**src/rtl/rr_resource_arbiter.sv**
```systemverilog
// rr_resource_arbiter: round-robin sharing of one fixed-latency resource among NUM_REQ pipelines
// with tagged, flushable result return.
module rr_resource_arbiter #(
  parameter int NUM_REQ = 4,
  parameter int DATA_W  = 32,
  parameter int RES_LAT = 2
) (
  input  logic                      clk,
  input  logic                      reset,
  input  logic [NUM_REQ-1:0]        req,
  input  logic [NUM_REQ*DATA_W-1:0] req_data,
  input  logic [NUM_REQ-1:0]        flush,
  output logic [NUM_REQ-1:0]        grant,
  output logic [DATA_W-1:0]         res_issue_data,
  output logic                      res_issue_valid,
  input  logic [DATA_W-1:0]         res_result,
  output logic [DATA_W-1:0]         rsp_data,
  output logic [NUM_REQ-1:0]        rsp_valid,
  output logic                      busy
);
  localparam int IW = $clog2(NUM_REQ);
  logic [IW-1:0] ptr, gid;
  logic any, last;
  logic [NUM_REQ-1:0] elig;
  logic [RES_LAT-1:0] tv;
  logic [IW-1:0] tid [RES_LAT];
  assign elig = reset ? '0 : req & ~flush;
  // Descending scan so the requester closest to ptr (in wrap order) is written last and wins.
  always_comb begin
    gid = '0;
    any = 1'b0;
    for (int k = NUM_REQ - 1; k >= 0; k--)
      if (elig[(int'(ptr) + k) % NUM_REQ]) begin
        gid = IW'((int'(ptr) + k) % NUM_REQ);
        any = 1'b1;
      end
  end
  assign grant = any ? NUM_REQ'(1) << gid : '0;
  assign res_issue_valid = any;
  assign res_issue_data = any ? req_data[int'(gid)*DATA_W +: DATA_W] : '0;
  always_ff @(posedge clk) begin
    if (reset) begin
      ptr <= '0;
      tv <= '0;
    end else begin
      if (any) ptr <= IW'((int'(gid) + 1) % NUM_REQ);
      tv[0] <= any;
      for (int k = 1; k < RES_LAT; k++) tv[k] <= tv[k-1] & ~flush[tid[k-1]];
    end
  end
  always_ff @(posedge clk) begin
    tid[0] <= gid;
    for (int k = 1; k < RES_LAT; k++) tid[k] <= tid[k-1];
  end
  assign last = tv[RES_LAT-1] & ~flush[tid[RES_LAT-1]] & ~reset;
  assign rsp_valid = last ? NUM_REQ'(1) << tid[RES_LAT-1] : '0;
  assign rsp_data = last ? res_result : '0;
  assign busy = |tv & ~reset;
  assert property (@(posedge clk) disable iff (reset)
    $onehot0(grant) && $onehot0(rsp_valid) && ((grant & ~req) == '0));
endmodule

```
**config.mk**
```make
export PLATFORM = sky130hd
export DESIGN_NAME = rr_resource_arbiter
export DESIGN_NICKNAME = d
export VERILOG_FILES = /design/src/rtl/rr_resource_arbiter.sv
export SDC_FILE = /design/constraint.sdc
export NUM_CORES = 1
export LEC_CHECK = 0
export BUFFER_PORTS_ARGS = -buffer_cell sky130_fd_sc_hd__buf_2
export CORE_AREA = 2 2 93 95
export CTS_CLUSTER_SIZE = 28
export DETAILED_ROUTE_END_ITERATION = 10
export DIE_AREA = 0 0 95 97
export GPL_TIMING_DRIVEN = 0
export PLACE_DENSITY_LB_ADDON = 0.05
export SYNTH_ARGS = -nofsm -noshare
export SYNTH_HDL_FRONTEND = slang
export SYNTH_SLANG_ARGS = --single-unit
```
**constraint.sdc**
```tcl
create_clock -name clk -period 1.8 [get_ports clk]
set_clock_uncertainty 0.05 [all_clocks]
set_input_delay 0.27 -clock clk [delete_from_list [all_inputs] [get_ports clk]]
set_output_delay 0.27 -clock clk [all_outputs]
set_load 0.02 [all_outputs]
```
==> flow_summary.toml <==
[clock_network]
cts_hold_buf = 0
tritoncts.num_buffers = 3
clk_latency_ns = 0.23
cts_tree = "done"
clk_pin_slew_worst_paths_ns = 0.04
clock_sinks = 8
ctsLongestPathBuffers = 2
cts-root-buf = "clkbuf_8"
htreeDepth = 1

[floorplan]
row_count = 33
io_pins = 244
fp.dieH_um = 97
start_util_pct = 22.75
die_x_um = 95
core_um2 = 8134
dieArea_um2 = 9215

[worst_setup_path]
crit_arrival_ns = 1.95
start_kind = "flip-flop"
r2r-start = "ptr[0]"
end_kind = "primary output"
critical_path_required_ns = 1.48
path_class = "flip-flop to primary output"
rr_endpoint = "ptr[1]"
r2r_slack_ns = -0.02
cp_max_fo = 10
r2r_cells = 8

[routing]
vias_per_cell = 5.100
drt_iter0_markers = 31
vias = 3075
drcViolationCount = 0
drt-pass1-iter-count = 4
wl_per_cell_um = 19.54
detail-route-antenna-nets = 0
finalWirelength_mm = 11.78

[final_layout]
n_antenna_cell = 0
nets = 674
mostFrequentLayoutCells = "buf_2, buf_6, and2_4, buf_4, a32oi_4"
drive_above_1_share_pct = 94.98
finalInstanceArea_um2 = 5678
num-fill-cells = 614
synthToLayoutAreaGrowth_pct = 206.8
final_common_cell = "buf_2"

[timing]
period_minus_slack_ns = 2.271
layout_setup_ws_ns = -0.4710
tightest_slew_ns = 0.2976
timing.final.crit_share_pct = 126.2
setup_tns_ns = -23.27
hold_viol = 0
maxSlewViolCount = 0
setup_viol = 71
clock.fmax_mhz = 440.3
rsz0062_at_grt = "true"
slew-limit-headroom_pct = 80.01

[yosys]
syn_inst = 217
synthArstFlopShare_pct = 0
yosysSeqAreaShare_pct = 8.654
syn-mean-instance-area_um2 = 8.528
ys_ff_latch = 8
synth_nets = 391
synth_edf_count = 0
synth_cell_types = 34
yosys_warnings = 0
ys.flop_type = "dfxtp_1"
synth_area_um2 = 1851

[global_routing]
grt-ovfl-total = 0
grt_usage_pct = 23.30
grt_pass1_wl_mm = 17.26
grt_pass1_vias = 3359
antenna_found_initial = 0
grt_max_degree = 13

[placement]
placed_area_um2 = 3610
port_buffers = 242
gp_congestion = 0.9441
dp_hpwl_mm = 7.834

[pwr]
p_leak_nw = 2.333
p_per_area_nw_per_um2 = 382.1
max-vdd-ir-drop_mv = 0.4372

[min_path]
min_from = "reset"
hold_end = "ptr[1]"
hold_class = "primary input to flip-flop"
worstHoldPathCells = 2

[job]
drv_cap = 0

[run_status]
outcome = "complete, but fails checks"
violations = "setup timing"
## metal layers
metal | GRT usage (%) | wire length [um]
met1 | 25.69 | 4259
met2 | 46.37 | 6820
met3 | 3.271 | 596
met4 | 3.567 | 104
met5 | 0 | 0
## worst max-delay path, cell delays in order (launching register included)
cell and delay [ns]:
dfxtp_4 0.39, inv_4 0.06, o21a_4 0.22, o221a_4 0.28, clkbuf_16 0.17, buf_12 0.15
a32oi_2 0.21, mux2i_4 0.10, buf_6 0.14
## Yosys cell counts (all sizes together) (2+ instances only)
| library cell | n | area share [%] |
|---|---|---|
| a21oi | 3 | 0.81 |
| mux2i | 34 | 18 |
| o21ai | 2 | 0.54 |
| dfxtp | 8 | 8.7 |
| ha | 4 | 2.7 |
| nand2 | 2 | 0.41 |
| clkbuf | 10 | 2.0 |
| a32oi | 64 | 30 |
| inv | 4 | 0.81 |
| o22ai | 3 | 1.4 |
| and2 | 37 | 13 |
| nor4 | 2 | 1.5 |
| buf | 19 | 9.0 |
| nor2 | 7 | 1.6 |
| nor2b | 4 | 1.8 |
| nand2b | 3 | 1.0 |
## what timing repair did
| action | CTS | global route |
|---|---|---|
| setup buffers | 20 | 10 |
| gates resized for setup | 303 | 67 |
| endpoints found under the setup margin | 72 | 73 |
| pin swaps | 48 | 25 |
| cloned | 8 | 3 |
## cells by family (layout without fill, tap and decap cells)
kind of cell | count (synthesis) | in the layout | share of synthesized area, %
and+or+nand+nor | 58 | 58 | 19.95
muxes | 36 | 36 | 20.22
AOI/OAI and AO/OA | 78 | 79 | 36.65
buffers and inverters | 33 | 313 | 11.83
adders and majority gates | 4 | 4 | 2.705
DFF | 8 | 8 | 8.654
## stage by stage
stage                     power, mW  hold slack [ns]  utilization (%)  cells  worst slack [ns]
after global routing          2.271           0.2694            69.80    603           -0.5199
after global placement        1.272           0.3213            44.38    564           -0.6193
final                         2.170           0.2544            69.80    603           -0.4710
after floorplan              0.9058           0.2883                -    217           -0.1456
after CTS                     1.961           0.2525            63.24    595           -0.4399
after detailed placement      1.277           0.3209            44.38    564           -0.6541
## registers in the layout, summed over array words and instances (netlist names)
| signal | cells |
|---|---|
| tid | 4 |
| ptr | 2 |
| tv | 2 |
## layout make-up
type	count	area (um^2)	share of cell area (%)
multi-input cells	177	2849	50.18
repair buffers	279	2066	36.38
plain buffers	27	380.4	6.699
flip-flops and latches	8	172.7	3.041
well taps	105	131.4	2.314
clock buffers	3	41.29	0.7272
inverters	4	37.54	0.6611
## where the power goes
part / internal [mW] / switching (mW)
logic: 0.907 / 0.830
registers: 0.193 / 0.0202
clock network: 0.145 / 0.0747
## how the worst max path moves through the flow
stage,start,end,depth (start not counted)
CTS,ptr[0],res_issue_data[14],9
floorplan,flush[2],res_issue_data[24],7
global placement,flush[1],res_issue_data[4],8
detailed placement,flush[1],res_issue_data[4],8
global route,ptr[0],res_issue_data[27],9
finish,ptr[0],res_issue_data[19],8
No activity file was read; power rests on OpenSTA's default activity.
